## config.mk

```make
export PLATFORM = sky130hd
export DESIGN_NAME = tlul_arbiter_2to1
export DESIGN_NICKNAME = d
export VERILOG_FILES = /design/src/rtl/tlul_arbiter_2to1.sv
export SDC_FILE = /design/constraint.sdc
export NUM_CORES = 1
export LEC_CHECK = 0
export CAP_MARGIN = 20
export CORE_AREA = 4 4 102 104
export CTS_CLUSTER_DIAMETER = 50
export DETAILED_ROUTE_END_ITERATION = 10
export DIE_AREA = 0 0 106 108
export PLACE_DENSITY = 0.75
export SETUP_SLACK_MARGIN = 0.1
export SLEW_MARGIN = 40
export SYNTH_ARGS = -nofsm -noshare
export SYNTH_HDL_FRONTEND = slang
export SYNTH_SLANG_ARGS = --single-unit
```

## constraint.sdc

```tcl
create_clock -name tlarb_clock_i -period 3.5 [get_ports tlarb_clock_i]
set_input_delay 1.05 -clock tlarb_clock_i [delete_from_list [all_inputs] [get_ports tlarb_clock_i]]
set_output_delay 1.05 -clock tlarb_clock_i [all_outputs]
set_load 0.05 [all_outputs]
```

## src/rtl/tlul_arbiter_2to1.sv

```systemverilog
// -----------------------------------------------------------------------------
// tlul_arbiter_2to1
//
// Shares one TileLink-UL peripheral slave between two masters. The A channel
// is arbitrated round-robin, and the slave-side source is tagged with the
// winning master index. D responses are routed back by that tag. A per-master
// outstanding counter stops each master at MAX_OUT in-flight requests. The
// datapath is a zero-cycle pass-through. Only the grant, lock and counter state
// is registered.
//
// Build option:
//   TLARB_FIXED_PRIO_EN - When this macro is defined, master 0 always wins a
//                         tie and the last-granted register is not built.
//                         Lock and counters behave as in round-robin mode.
//
// Ports:
//   tlarb_clock_i      clock
//   tlarb_reset_i      asynchronous active-low reset; while it is low, every
//                      valid and ready output is forced to 0
//   tlarb_m_a_*        A channel from the masters (bit/slice i = master i)
//   tlarb_m_d_*        D channel to the masters (source and payload broadcast)
//   tlarb_s_a_*        A channel to the slave, source = {grant index, source}
//   tlarb_s_d_*        D channel from the slave, source MSB selects the master
// -----------------------------------------------------------------------------
module tlul_arbiter_2to1 #(
    parameter int TL_RS   = 4,
    parameter int AW      = 2,
    parameter int MAX_OUT = 2,
    parameter int PW      = 47 + AW
) (
    input  logic                  tlarb_clock_i,
    input  logic                  tlarb_reset_i,
    input  logic [1:0]            tlarb_m_a_valid,
    output logic [1:0]            tlarb_m_a_ready,
    input  logic [2*TL_RS-1:0]    tlarb_m_a_source,
    input  logic [2*PW-1:0]       tlarb_m_a_pay,
    output logic [1:0]            tlarb_m_d_valid,
    input  logic [1:0]            tlarb_m_d_ready,
    output logic [TL_RS-1:0]      tlarb_m_d_source,
    output logic [42:0]           tlarb_m_d_pay,
    output logic                  tlarb_s_a_valid,
    input  logic                  tlarb_s_a_ready,
    output logic [TL_RS:0]        tlarb_s_a_source,
    output logic [PW-1:0]         tlarb_s_a_pay,
    input  logic                  tlarb_s_d_valid,
    output logic                  tlarb_s_d_ready,
    input  logic [TL_RS:0]        tlarb_s_d_source,
    input  logic [42:0]           tlarb_s_d_pay
);

    localparam int              CW      = $clog2(MAX_OUT + 1);
    localparam logic [CW-1:0]   MAX_C   = CW'(MAX_OUT);
    localparam logic [CW-1:0]   CNT_ONE = CW'(32'd1);

    // Counter step: +1 on A fire, -1 on D fire, and no change when both occur.
    // A decrement from zero is a protocol violation. It saturates at zero
    // instead of wrapping.
    function automatic logic [CW-1:0] cnt_step(input logic [CW-1:0] cnt,
                                               input logic          inc,
                                               input logic          dec);
        logic [CW-1:0] res;
        res = cnt;
        case ({inc, dec})
            2'b10:   res = cnt + CNT_ONE;
            2'b01:   res = (cnt == {CW{1'b0}}) ? cnt : (cnt - CNT_ONE);
            default: res = cnt;
        endcase
        return res;
    endfunction

    logic          gnt_r;
    logic          lock_r;
    logic [CW-1:0] cnt0_r;
    logic [CW-1:0] cnt1_r;
`ifndef TLARB_FIXED_PRIO_EN
    logic          last_r;
    logic          last_nxt_s;
`endif

    logic [1:0]    can_s;
    logic [1:0]    elig_s;
    logic          sel_s;
    logic          g_s;
    logic          a_valid_s;
    logic          a_fire_s;
    logic          d_tag_s;
    logic          d_ready_s;
    logic          d_fire_s;
    logic          gnt_nxt_s;
    logic          lock_nxt_s;
    logic [CW-1:0] cnt0_nxt_s;
    logic [CW-1:0] cnt1_nxt_s;

    // Eligibility: the master is requesting and still has credit.
    always_comb begin
        can_s    = {(cnt1_r < MAX_C), (cnt0_r < MAX_C)};
        elig_s   = tlarb_m_a_valid & can_s;
        d_tag_s  = tlarb_s_d_source[TL_RS];
        d_ready_s = tlarb_m_d_ready[d_tag_s];
    end

    // Unlocked selection. When neither master is eligible, keep the old grant
    // so that the A outputs do not toggle needlessly.
    always_comb begin
        sel_s = gnt_r;
        case (elig_s)
            2'b01:   sel_s = 1'b0;
            2'b10:   sel_s = 1'b1;
`ifdef TLARB_FIXED_PRIO_EN
            2'b11:   sel_s = 1'b0;
`else
            2'b11:   sel_s = ~last_r;
`endif
            default: sel_s = gnt_r;
        endcase
    end

    // A channel mux. The locked grant keeps a stalled request stable on the slave.
    always_comb begin
        g_s              = lock_r ? gnt_r : sel_s;
        a_valid_s        = elig_s[g_s];
        a_fire_s         = a_valid_s & tlarb_s_a_ready;
        tlarb_s_a_pay    = g_s ? tlarb_m_a_pay[PW +: PW] : tlarb_m_a_pay[0 +: PW];
        tlarb_s_a_source = {g_s, (g_s ? tlarb_m_a_source[TL_RS +: TL_RS]
                                      : tlarb_m_a_source[0 +: TL_RS])};
        tlarb_m_a_ready  = 2'b00;
        tlarb_s_a_valid  = 1'b0;
        if (tlarb_reset_i) begin
            tlarb_s_a_valid      = a_valid_s;
            tlarb_m_a_ready[g_s] = tlarb_s_a_ready & can_s[g_s];
        end else begin
            tlarb_s_a_valid      = 1'b0;
            tlarb_m_a_ready      = 2'b00;
        end
    end

    // D channel demux. The source MSB is the tag added on the A channel.
    always_comb begin
        tlarb_m_d_source = tlarb_s_d_source[TL_RS-1:0];
        tlarb_m_d_pay    = tlarb_s_d_pay;
        d_fire_s         = tlarb_s_d_valid & d_ready_s;
        if (tlarb_reset_i) begin
            tlarb_m_d_valid = {tlarb_s_d_valid & d_tag_s, tlarb_s_d_valid & ~d_tag_s};
            tlarb_s_d_ready = d_ready_s;
        end else begin
            tlarb_m_d_valid = 2'b00;
            tlarb_s_d_ready = 1'b0;
        end
    end

    // Next state for lock, grant, last-granted and the counters.
    always_comb begin
        gnt_nxt_s  = gnt_r;
        lock_nxt_s = lock_r;
`ifndef TLARB_FIXED_PRIO_EN
        last_nxt_s = last_r;
`endif
        if (a_valid_s && !tlarb_s_a_ready) begin
            lock_nxt_s = 1'b1;
            gnt_nxt_s  = g_s;
        end else if (a_fire_s) begin
            lock_nxt_s = 1'b0;
`ifndef TLARB_FIXED_PRIO_EN
            last_nxt_s = g_s;
`endif
        end else begin
            lock_nxt_s = lock_r;
            gnt_nxt_s  = gnt_r;
        end
        cnt0_nxt_s = cnt_step(cnt0_r, a_fire_s & ~g_s, d_fire_s & ~d_tag_s);
        cnt1_nxt_s = cnt_step(cnt1_r, a_fire_s &  g_s, d_fire_s &  d_tag_s);
    end

    // State registers. After reset, last = 1 so that master 0 wins the first tie.
    always_ff @(posedge tlarb_clock_i or negedge tlarb_reset_i) begin
        if (!tlarb_reset_i) begin
            gnt_r  <= 1'b0;
            lock_r <= 1'b0;
            cnt0_r <= {CW{1'b0}};
            cnt1_r <= {CW{1'b0}};
`ifndef TLARB_FIXED_PRIO_EN
            last_r <= 1'b1;
`endif
        end else begin
            gnt_r  <= gnt_nxt_s;
            lock_r <= lock_nxt_s;
            cnt0_r <= cnt0_nxt_s;
            cnt1_r <= cnt1_nxt_s;
`ifndef TLARB_FIXED_PRIO_EN
            last_r <= last_nxt_s;
`endif
        end
    end

endmodule
```

# [Yosys cells after proc, flatten, opt, wreduce, memory -nomap -nowiden]
# Index checks and enable logic that the tools add are counted.
[op_classes] add_sub_neg=4 mul=0 div=0 n_lt_le_gt_ge=5 n_eq_ne=9 n_shift=0 mux=22 bitwise_logic=15 n_reduce_logical=11
[op_table] op="49-bit 2-to-1 mux" count=1
[op_table] op="1-bit 2-to-1 mux" count=12
[op_table] op="1-bit bitwise AND" count=9
[op_table] op="2-bit equality test, second input constant" count=4
[op_table] op="2-bit 2-to-1 mux" count=4
[op_table] op="2-bit case mux with 2 select lines" count=2
[op_table] op="2-bit by 1-bit equality test with 1-bit output, second input constant" count=3
[op_table] op="2-bit AND reduction" count=3
[op_table] op="2-bit nonzero test" count=3
[op_table] op="2-bit by 1-bit adder with 2-bit output, second input constant" count=2
[op_table] op="2-bit bitwise AND" count=2
[op_table] op="2-bit logical NOT" count=2
[op_table] op="1-bit by 2-bit less-than comparator with 1-bit output, second input constant" count=2
[op_table] op="2-bit less-than comparator, second input constant" count=2
[op_table] op="4-bit 2-to-1 mux" count=1
[op_table] op="2-bit != test, second input constant" count=2
[op_table] op="1-bit NOT" count=4
[op_table] op="2-bit by 1-bit subtractor with 2-bit output, second input constant" count=2
[op_table] op="1-bit case mux with 3 select lines" count=1
[op_table] op="1-bit logical AND" count=2
[op_table] op="1-bit demux with 1-bit select" count=1
[op_table] op="1-bit >= comparator, second input constant" count=1
[op_table] op="1-bit logical NOT" count=1
[word_totals] reg_bits=7 latch_bits=0 mem_bits_rw=0 mem_bits_ro=0 inputBits=162 output_inout_bits=107 word_cells=71 mem_count=0

# [Longest topological paths before layout]
# Gate-level depths: netlist (run 1).
[logic_depth] ltp_word=12 mapped_depth=7 mapped_depth_nobuf=5

# [Least setup slack after synthesis (run 1)]
# OpenSTA, ideal clock, no wires.
[synth_path] path_type="input to output" startpoint="input port tlarb_m_a_valid[1]" endpoint="output port tlarb_m_a_ready[0]" t_arrival_ps=2843 required_ps=2450 setup_slack_ps=-393 path_stages=5 n_path_buf=1 cell_sequence="nor3b_2 o32ai_4 inv_2 buf_2 nor3_1"
[synth_between] elab_chain_cells=10 word_cells_on_any_way=16 cone_classes="2 x order compare; 3 x eq/ne; 7 x mux; 3 x bitwise; 1 x reduce/logical"
[synth_lines] element="start, declared" line="33" source="input logic [1:0] tlarb_m_a_valid,"
[synth_lines] element="2-bit bitwise AND (*)" line="97" source="elig_s = tlarb_m_a_valid & can_s;"
[synth_lines] element="2-bit equality test / 2-bit by 1-bit equality test with 1-bit output (equally long branches)" line="106" source="case (elig_s)"
[synth_lines] element="1-bit case mux with 3 select lines (*)" line="106"
[synth_lines] element="1-bit 2-to-1 mux (*)" line="120" source="g_s = lock_r ? gnt_r : sel_s;"
[synth_lines] element="1-bit by 2-bit less-than comparator with 1-bit output (implied by the code) / 1-bit >= comparator (equally long branches)" line="130" source="tlarb_m_a_ready[g_s] = tlarb_s_a_ready & can_s[g_s];"
[synth_lines] element="1-bit logical AND (implied by the code)" line="130"
[synth_lines] element="1-bit 2-to-1 mux (implied by the code)" line="130"
[synth_lines] element="1-bit demux with 1-bit select" line="130"
[synth_lines] element="2-bit bitwise AND (no line) (*)"
[synth_lines] element="2-bit 2-to-1 mux (*)" line="128" source="if (tlarb_reset_i) begin"
[synth_lines] element="end, declared" line="34" source="output logic [1:0] tlarb_m_a_ready,"
# Every way passes the cells marked *; elsewhere a longest branch is shown, timed or not. The select of a mux whose other input is x is not followed.

# [Worst setup path in the final report (run 1)]
[layout_path] startpoint="input port tlarb_m_a_valid[1]" endpoint="output port tlarb_s_a_pay[9]"
[layout_between] elab_chain_cells=5 word_cells_on_any_way=7 cone_classes="3 x eq/ne; 3 x mux; 1 x bitwise"
[layout_lines] element="2-bit bitwise AND (*)" line="97"
[layout_lines] element="2-bit equality test / 2-bit by 1-bit equality test with 1-bit output (equally long branches)" line="106"
[layout_lines] element="1-bit case mux with 3 select lines (*)" line="106"
[layout_lines] element="1-bit 2-to-1 mux (*)" line="120"
[layout_lines] element="49-bit 2-to-1 mux (*)" line="123" source="tlarb_s_a_pay = g_s ? tlarb_m_a_pay[PW +: PW] : tlarb_m_a_pay[0 +: PW];"
[layout_lines] element="end, declared" line="44" source="output logic [PW-1:0] tlarb_s_a_pay,"
# Every way passes the cells marked *; elsewhere a longest branch is shown, timed or not.

==> metrics.md, run 1 <==
| Metric | Value |
|---|---|
| Most common cell after layout, fill and taps aside | clkdlybuf4s50_1 |
| Syn nets | 437 |
| Maximum clock rate | 288 MHz |
| Hpwl dp | 6.81 mm |
| Slowest stage delay, CP | 0.33 ns |
| First-pass GRT wire length | 13.2 mm |
| Sw Ratio | 51.0% |
| Drt pass-1 iters | 4 |
| Hold Vio Cnt, Final | 0 |
| Combinational power share | 93.1% |
| Clk slew on worst S/H paths | 0.04 ns |
| GRT overflow | 0 |
| Number of vias per cell | 4.26 |
| Total wire length | 9.83 mm |
| RSZ-0062 raised after global routing | yes |
| Antenna violations before repair | 0 |
| Static Leak | 2.04 nW |
| P_int | 2.13 mW |
| Switching power | 2.21 mW |
| I/O pins | 269 |
| Layout cells sized above 1 | 45.3% |
| Area grow syn2layout | 203% |
| Later-pin clock latency in the skew report | 0.23 ns |
| Initial DRC count | 105 |
| Worst Max-Slew Pin Slew | 0.383 ns |
| Synth Register Bits | 7 |
| Wirelength per Cell | 17.7 um |
| Clock power share | 2.6% |
| Final core occ | 48.1% |
| Vias | 2365 |
| Avg Inst Size Synth | 5.50 um2 |
| Die area | 11400 um2 |
| Nets@finish | 585 |
| Highest-count cells in the layout ignoring fill and taps | clkdlybuf4s50_1 (111), nand2_1 (78), buf_12 (65) |
| Post-Synth Simple-Gate Area | 50.0% |
| Status | finished, final reports clean |
| Die W | 106 um |
| Chip height | 108 um |
| # rows | 36 |
| Port-buffer cells | 174 |
| Root Driver | clkbuf_8 |
| Mux contribution to synthesized area | 0.662% |
| Cell repeated most along the worst path | buf_6 |
| Synth cell types | 28 |
| CP cell instances | buf_6 > nor3b_4 > o32ai_4 > buf_6 > buf_8 > buf_6 > buf_16 > nand2_4 > nand2_4 > buf_12 |
| Startpoint Class | input pin |
| Synthesized-area fraction occupied by adder cells | 0% |
| Largest net degree at the start of global routing | 15 |
| Critical path class | input pin to output port |
| Finish-stage setup viols | 0 |
| DRC Markers | 0 |
| Min Tclk post-route | 3.48 ns |
| Critical path data required time | 2.45 ns |
| GP Congestion | 0.792 |
| Crit share post-route | 99.3% |
| Crit end category | output port |
| Synth Area in Compound Gates | 8.35% |
| CTS Sinks | 7 |
| Sequential Power Share | 4.3% |
| Vias in the first global route | 2477 |
| Crit-path slowest cell | o32ai_4 |
| Power density over cell area | 945 nW/um2 |
| Critical path arrival | 2.43 ns |
| Slew Viols, Final | 0 |
| Post-route insts no fill | 555 |
| Post-Synth XOR/XNOR Area | 0.579% |
| Placed insts | 532 |
| ANT nets after route | 0 |
| Antenna diodes | 0 |
| CTS Buf Count | 3 |
| Clock tree from TritonCTS | done |
| Initial core utilization | 15.8% |
| Total global-route track usage | 15.1% |
| Synthesized instance count | 275 |
| Largest family of logic cells by synthesized area | simple AND/OR/NAND/NOR gates |
| Core Area | 9550 um2 |
| Max-slew headroom | 74.5% |
| Sequential-to-total area share from yosys stat | 11.7% |
| H-tree Lvls | 1 |
| CP max FO | 8 |
| Peak supply drop | 0.422 mV |
| Synth warn | 0 |
| HP Class | flip-flop to flip-flop |
| Max cap viols | 0 |
| CTS Buffer Depth | 2 |
| Synthesized area | 1510 um2 |
| Setup Skew | 0.00441 ns |
-- critical path: cells and delay by family --
kind / cells / cell delay [ns]
buf+inv: 6 / 0.76
compound gates: 1 / 0.33
simple gates: 3 / 0.27
-- cell usage after synthesis, drive strengths merged --
library cell | instances | area, um2
nand2 | 166 | 623
buf | 58 | 415
dfrtp | 6 | 150
o21ai | 6 | 30.0
a21oi | 4 | 20.0
inv | 3 | 11.3
nand3 | 3 | 15.0
o211ai | 3 | 22.5
and3 | 2 | 12.5
clkbuf | 2 | 7.51
nand2b | 2 | 12.5
nor2 | 2 | 7.51
nor2b | 2 | 12.5
nor3 | 2 | 10.0
nor3b | 2 | 25.0
nor4b | 2 | 17.5
a21bo | 1 | 10.0
dfstp | 1 | 26.3
mux2i | 1 | 10.0
nand3b | 1 | 7.51
nand4 | 1 | 6.26
o31a | 1 | 8.76
o31ai | 1 | 7.51
o32ai | 1 | 27.5
or4 | 1 | 7.51
xnor2 | 1 | 8.76
-- repair_timing --
| item | in CTS | in global routing |
|---|---|---|
| resized for setup | 77 | 90 |
| pin swaps | 13 | 34 |
| cloned | 7 | 1 |
| setup endpoints to repair | 57 | 54 |
| hold buffers | 0 | 0 |
| buffers inserted | 11 | 1 |
-- final cells by class --
class	count	area (um2)
Inverter	3	18.8
Sequential cell	7	176
Tap cell	133	166
Fill cell	865	4960
Timing Repair Buffer	203	2790
Multi-Input combinational cell	205	1400
Clock buffer	4	45.0
-- power groups by stage --
stage	clock [mW]	sequential, mW	combinational [mW]
2_1_floorplan	0	0.161	1.71
3_3_place_gp	0	0.170	3.14
3_5_place_dp	0	0.176	3.19
4_1_cts	0.117	0.187	3.82
5_1_grt	0.122	0.195	4.20
6_report	0.113	0.187	4.04
-- cells by family after synthesis --
family | after synthesis
AO/OA/AOI/OAI | 17
XOR/XNOR | 1
AND/OR/NAND/NOR | 186
multiplexers | 1
flip-flops | 7
buffers and inverters | 63
-- metal layers --
metal	vias up	GRT usage (%)	part of all wire, %
met5	-	0	0
met4	0	4.07	1.5
met3	14	6.99	12
met2	155	29.8	54
met1	1090	13.8	32
li1	1106	-	-
-- per-stage QoR --
step	TNS [ns]	power [mW]	worst slack [ns]	hold WS, ns	instance area [um2]
floorplan	0	1.87	0.0333	0.484	1520
global placement	-12.93	3.31	-0.282	0.500	3730
detailed placement	-15.78	3.36	-0.339	0.548	3730
CTS	0	4.12	0.0563	0.564	4250
global route	-0.128	4.52	-0.0155	0.596	4590
finish	0	4.34	0.0236	0.559	4590
-- sequential cells by signal, indices dropped and copies added, names as in the netlist --
name    flops
last_r      1
lock_r      1
cnt0_r      2
cnt1_r      2
gnt_r       1
-- final timing paths --
path	startpoint	to	slack, ns	depth (start not counted)
worst max-delay path	tlarb_m_a_valid[1]	tlarb_s_a_pay[9]	0.02	10
worst max register to register	cnt1_r[1]	cnt1_r[0]	1.33	8
max in group asynchronous	tlarb_reset_i	last_r	2.32	2
worst min register to register	last_r	last_r	0.56	2
worst min-delay path	last_r	last_r	0.56	2
min in group asynchronous	tlarb_reset_i	cnt0_r[1]	0.70	1
No activity file was read; power rests on OpenSTA's default activity.
==> run 2, diff against run 1 <==
--- a/config.mk
+++ b/config.mk
@@ -11,7 +11,7 @@
 export DETAILED_ROUTE_END_ITERATION = 10
 export DIE_AREA = 0 0 106 108
 export PLACE_DENSITY = 0.75
-export SETUP_SLACK_MARGIN = 0.1
+export SETUP_SLACK_MARGIN = 0.4
 export SLEW_MARGIN = 40
 export SYNTH_ARGS = -nofsm -noshare
 export SYNTH_HDL_FRONTEND = slang
==> run 2 against run 1 <==
Against the previous run:
- worst hold slack lost 0.033 ns
- sequential cell count is the same
- maximum frequency grew 1.9%
- clock-buffer cell count is the same
- global-route usage shrank 0.97 points
- register-to-register slack lost 0.02 ns
- critical path depth shrank 1
- clock skew shrank 0.0031 ns
- largest cell class unchanged
- die area is the same
- clock power grew 4%
- combinational power shrank 3%
- setup slack gained 0.064 ns
==> metrics.md, run 2 (synthesis results as in run 1) <==
| Metric | Value |
|---|---|
| Maximum clock rate | 293 MHz |
| Setup slack after layout | 0.0880 ns |
| ANT nets after route | 0 |
| I/O pins | 269 |
| Setup Skew | 0.00129 ns |
| GR Util met3 | 3.88% |
| Chip height | 108 um |
| Number of vias per cell | 4.23 |
| GP Congestion | 0.761 |
| Tot Pwr | 4.22 mW |
| Largest net degree at the start of global routing | 27 |
| Final core occ | 48.4% |
| Switching power | 2.27 mW |
| H-tree Lvls | 1 |
| Total wire length | 9.12 mm |
| DRC Markers | 0 |
| Max-slew headroom | 73.8% |
| Area grow syn2layout | 205% |
| Later-pin clock latency in the skew report | 0.23 ns |
| Clock tree from TritonCTS | done |
| Wirelength per Cell | 16.4 um |
| Startpoint Class | input pin |
| P_int | 1.95 mW |
| Critical path class | input pin to output port |
| Placed insts | 533 |
| Port-buffer cells | 174 |
| CTS Sinks | 7 |
| First-pass GRT wire length | 12.9 mm |
| Die W | 106 um |
| Slew Viols, Final | 0 |
| Critical path data required time | 2.45 ns |
| Hold_buf cts | 0 |
| GRT overflow | 0 |
| Initial core utilization | 15.8% |
| Nets@finish | 585 |
| R2r endpoint | cnt1_r[0] |
| Max cap viols | 0 |
| Clk slew on worst S/H paths | 0.04 ns |
| Reg2reg start | cnt1_r[1] |
| Root Driver | clkbuf_8 |
| Initial DRC count | 51 |
| Hpwl dp | 6.15 mm |
| Highest-count cells in the layout ignoring fill and taps | clkdlybuf4s50_1 (110), nand2_4 (77), nand2_2 (48) |
| CTS Buffer Depth | 2 |
| Pre-CTS setup slack | -0.313 ns |
| Hold Crit Depth | 2 |
| Total global-route track usage | 14.1% |
| CTS Buf Count | 3 |
| Reg2reg setup slack | 1.31 ns |
| CP cell instances | buf_6 > nor3b_4 > o32ai_4 > buf_6 > buf_12 > buf_16 > nand2_4 > nand2_4 > buf_8 |
| Hold Vio Cnt, Final | 0 |
| Hold Crit Start | last_r |
| Vias | 2350 |
| Slowest stage delay, CP | 0.33 ns |
| Worst Hold End | last_r |
| Antenna diodes | 0 |
| Crit share post-route | 97.5% |
| Hold WS | 0.526 ns |
| Min Tclk post-route | 3.41 ns |
| R2r worst-path depth | 8 |
| Grt peak-use layer | met2 |
| Met1 usage | 15.1% |
| Status | finished, final reports clean |
| Clock power share | 2.8% |
| Worst Max-Slew Pin Slew | 0.393 ns |
| CP max FO | 7 |
| # rows | 36 |
| Combinational power share | 92.7% |
| Post-route insts no fill | 555 |
| Core Area | 9550 um2 |
| Finish-stage setup viols | 0 |
| Sequential Power Share | 4.5% |
| Peak supply drop | 0.623 mV |
| RSZ-0062 raised after global routing | yes |
| Most common cell after layout, fill and taps aside | clkdlybuf4s50_1 |
| Post-route setup TNS | 0 ns |
| Crit-path slowest cell | o32ai_4 |
| Layout cells sized above 1 | 54.5% |
| Placement Cell Area | 3530 um2 |
| Largest regs | cnt0_r (2), cnt1_r (2) |
| Die area | 11400 um2 |
| Antenna violations before repair | 0 |
| Post-route cell area | 4620 um2 |
| Critical path arrival | 2.36 ns |
| Vias in the first global route | 2384 |
| Power density over cell area | 912 nW/um2 |
| Drt pass-1 iters | 4 |
| Sw Ratio | 53.9% |
| Static Leak | 2.02 nW |
| Crit end category | output port |
| Met2 GRT Util | 26.6% |
| HP Class | flip-flop to flip-flop |
-- run 2: cell types whose count changed in the layout (fill, tap and decap cells not counted), sizes merged --
cell | before | now
dlygate4sd2 | 0 | 2
clkbuf | 5 | 6
clkdlybuf4s50 | 111 | 110
dlymetal6s2s | 1 | 0
buf | 90 | 89
-- run 2: timing repair --
item                       CTS  global route
resized for setup          168            44
setup endpoints to repair   60            58
pin swaps                   34            19
buffers inserted            10             0
cloned                       6             2
-- run 2: how the worst max path moves through the flow --
stage	slack, ns	start	end
3_3_place_gp	-0.29	tlarb_m_a_valid[0]	tlarb_m_a_ready[0]
4_1_cts	0.10	tlarb_m_a_valid[1]	tlarb_s_a_pay[46]
2_1_floorplan	0.28	tlarb_m_a_valid[1]	tlarb_m_a_ready[0]
3_5_place_dp	-0.31	tlarb_m_a_valid[0]	tlarb_m_a_ready[0]
6_report	0.09	tlarb_m_a_valid[1]	tlarb_s_a_pay[11]
5_1_grt	0.03	tlarb_m_a_valid[1]	tlarb_s_a_pay[30]
-- run 2: layer usage --
layer  vias up  part of all wire (%)
li1       1109                     -
met1      1088                    35
met2       142                    54
met3        11                   8.3
met4         0                   2.5
met5         -                     0
-- run 2: cell type report --
type                       instances  area, um2
clock buffer                       4       45.0
fill                             864       4930
inverter                           3       13.8
multi-input combinational        205       1650
sequential                         7        176
tap                              133        166
timing repair buffer             203       2570
-- run 2: critical path: cells and delay by family --
family / cells / cell delay, ns
AO/OA/AOI/OAI: 1 / 0.33
buffers and inverters: 5 / 0.69
AND/OR/NAND/NOR: 3 / 0.27
-- run 2: power groups by stage --
stage | Sequential (mW) | Clock [mW] | Combinational, mW
after global routing | 0.194 | 0.123 | 4.07
after detailed placement | 0.180 | 0 | 2.79
after CTS | 0.187 | 0.121 | 3.70
after global placement | 0.178 | 0 | 2.75
after floorplan | 0.166 | 0 | 2.02
final | 0.189 | 0.118 | 3.91
==> run 3, diff against run 2 <==
--- a/config.mk
+++ b/config.mk
@@ -6,11 +6,11 @@
 export NUM_CORES = 1
 export LEC_CHECK = 0
 export CAP_MARGIN = 20
-export CORE_AREA = 4 4 102 104
+export CORE_AREA = 2 2 103 105
 export CTS_CLUSTER_DIAMETER = 50
 export DETAILED_ROUTE_END_ITERATION = 10
-export DIE_AREA = 0 0 106 108
-export PLACE_DENSITY = 0.75
+export DIE_AREA = 0 0 105 107
+export PLACE_DENSITY = 0.72
 export SETUP_SLACK_MARGIN = 0.4
 export SLEW_MARGIN = 40
 export SYNTH_ARGS = -nofsm -noshare
==> constraint.sdc (replaced) <==
create_clock -name tlarb_clock_i -period 3.5 [get_ports tlarb_clock_i]
set_input_delay 1.05 -clock tlarb_clock_i [delete_from_list [all_inputs] [get_ports tlarb_clock_i]]
set_output_delay 1.05 -clock tlarb_clock_i [all_outputs]
set_load 0.02 [all_outputs]
==> run 3 against run 2 <==
Against the previous run:
- clock power about the same
- setup slack better by 0.072 ns
- global-route usage up 0.27 points
==> metrics.md, run 3 (synthesis results as in run 1) <==
| Metric | Value |
|---|---|
| Status | finished, final reports clean |
| # rows | 37 |
| ANT nets after route | 0 |
| I/O pins | 269 |
| Finish-stage setup viols | 0 |
| Chip height | 107 um |
| Most common cell after layout, fill and taps aside | clkdlybuf4s50_1 |
| Reg2reg setup slack | 1.21 ns |
| Power density over cell area | 743 nW/um2 |
| DRC Markers | 0 |
| Tot Pwr | 2.93 mW |
| Min Tclk post-route | 3.34 ns |
| Initial core utilization | 15.0% |
| Delay-heaviest family, CP | buffers and inverters |
| CTS Sinks | 7 |
| Antenna diodes | 0 |
| Total wire length | 8.90 mm |
| Worst Max-Slew Pin Slew | 0.352 ns |
| CTS Buffer Depth | 2 |
| Hold Crit Start | last_r |
| Port-buffer cells | 174 |
| R2r worst-path depth | 9 |
| Max-slew headroom | 76.6% |
| Hold_buf cts | 0 |
| Clock tree from TritonCTS | done |
| Clk slew on worst S/H paths | 0.04 ns |
| Core Area | 10100 um2 |
| H-tree Lvls | 1 |
| Drt pass-1 iters | 5 |
| Hpwl dp | 6.03 mm |
| Critical path arrival | 2.29 ns |
| Peak supply drop | 0.511 mV |
| Crit share post-route | 95.4% |
| CP Depth | 9 |
| Maximum clock rate | 299 MHz |
| Slew Viols, Final | 0 |
| Cell repeated most along the worst path | buf_6 |
| GP Congestion | 0.779 |
| Die W | 105 um |
| First-pass GRT wire length | 12.7 mm |
| Number of vias per cell | 4.15 |
| Wirelength per Cell | 16.0 um |
| Die area | 11200 um2 |
| Total global-route track usage | 14.3% |
| Critical path class | input pin to output port |
| Largest net degree at the start of global routing | 33 |
| Hold Vio Cnt, Final | 0 |
| Setup Skew | 0.00678 ns |
| Final core occ | 39.1% |
| Crit end category | output port |
| Layout cells sized above 1 | 47.4% |
| CP max FO | 7 |
| Hold Crit Depth | 2 |
| Highest-count cells in the layout ignoring fill and taps | clkdlybuf4s50_1 (110), nand2_1 (68), nand2_2 (68) |
| RSZ-0062 raised after global routing | yes |
| Vias in the first global route | 2240 |
| GRT overflow | 0 |
| Slowest stage delay, CP | 0.30 ns |
| Largest regs | cnt0_r (2), cnt1_r (2) |
| Area grow syn2layout | 161% |
| Initial DRC count | 92 |
| Crit-path slowest cell | o32ai_4 |
| HP Class | flip-flop to flip-flop |
| Nets@finish | 583 |
| Hold WS | 0.551 ns |
| Startpoint Class | input pin |
| Vias | 2308 |
| Setup crit start | tlarb_m_a_valid[1] |
| CP cell instances | buf_6 > nor3b_4 > o32ai_4 > buf_6 > buf_12 > clkbuf_16 > nand2_1 > nand2_2 > buf_6 |
| Antenna violations before repair | 0 |
| Static Leak | 1.80 nW |
| CTS Buf Count | 3 |
| Max cap viols | 0 |
| Critical path data required time | 2.45 ns |
| Buf+Inv Stages, Crit Path | 5 |
| Later-pin clock latency in the skew report | 0.23 ns |
| Root Driver | clkbuf_8 |
| Reg2reg start | cnt1_r[1] |
## run 3: cell count changes in the layout (fill, tap and decap cells not counted), sizes merged
cell and change:
buf -4, clkbuf +1, clkdlybuf4s15 +1
## run 3: timing repair
item,in CTS,in global routing
gates resized for setup,375,89
hold endpoints to repair,0,0
gates cloned,6,1
buffers inserted,8,0
setup endpoints to repair,60,59
pin swaps,38,32
## run 3: report_power, final
group | total (mW) | switching, mW | internal, mW | leakage, nW
clock network | 0.117 | 0.0383 | 0.0791 | 0.0228
registers | 0.183 | 0.0644 | 0.118 | 0.0849
logic | 2.63 | 1.31 | 1.32 | 1.69
total | 2.93 | 1.41 | 1.52 | 1.80
## run 3: area by class of cell
cell class              count  area (um2)
clock buffers               4        45.0
fillers                  1058        6150
inverters                   3        11.3
multi-input cells         205        1330
flip-flops and latches      7         176
well taps                 136         170
repair buffers            201        2210
## run 3: per-stage QoR
step                instance area, um2  cells  TNS, ns  worst slack [ns]
global placement                  3220    537   -32.15            -0.621
global route                      3940    556        0             0.107
finish                            3940    556        0             0.160
CTS                               3650    555        0             0.128
detailed placement                3220    537   -34.74            -0.662
floorplan                         1610    275        0             0.393
## run 3: path summary, 6_finish.rpt
check                              endpoint
max reg2reg                       cnt1_r[0]
min in group asynchronous         cnt0_r[1]
min                                  last_r
max                        tlarb_s_a_pay[8]
min reg2reg                          last_r
max in group asynchronous            last_r
## run 3: per-layer routing
metal | vias to the layer above | global-route usage [%] | share of wire, %
met5 | - | 0.476 | 0
met4 | 0 | 2.29 | 0.91
met3 | 7 | 5.53 | 11
met2 | 153 | 26.4 | 51
met1 | 1043 | 15.9 | 37
li1 | 1105 | - | -
## run 3: worst reg2reg max path: cells and delay by family (launching register included)
family | cells | cell delay [ns]
AO/OA/AOI/OAI | 2 | 0.22
buffers and inverters | 5 | 0.71
flip-flops | 1 | 0.49
AND/OR/NAND/NOR | 2 | 0.80
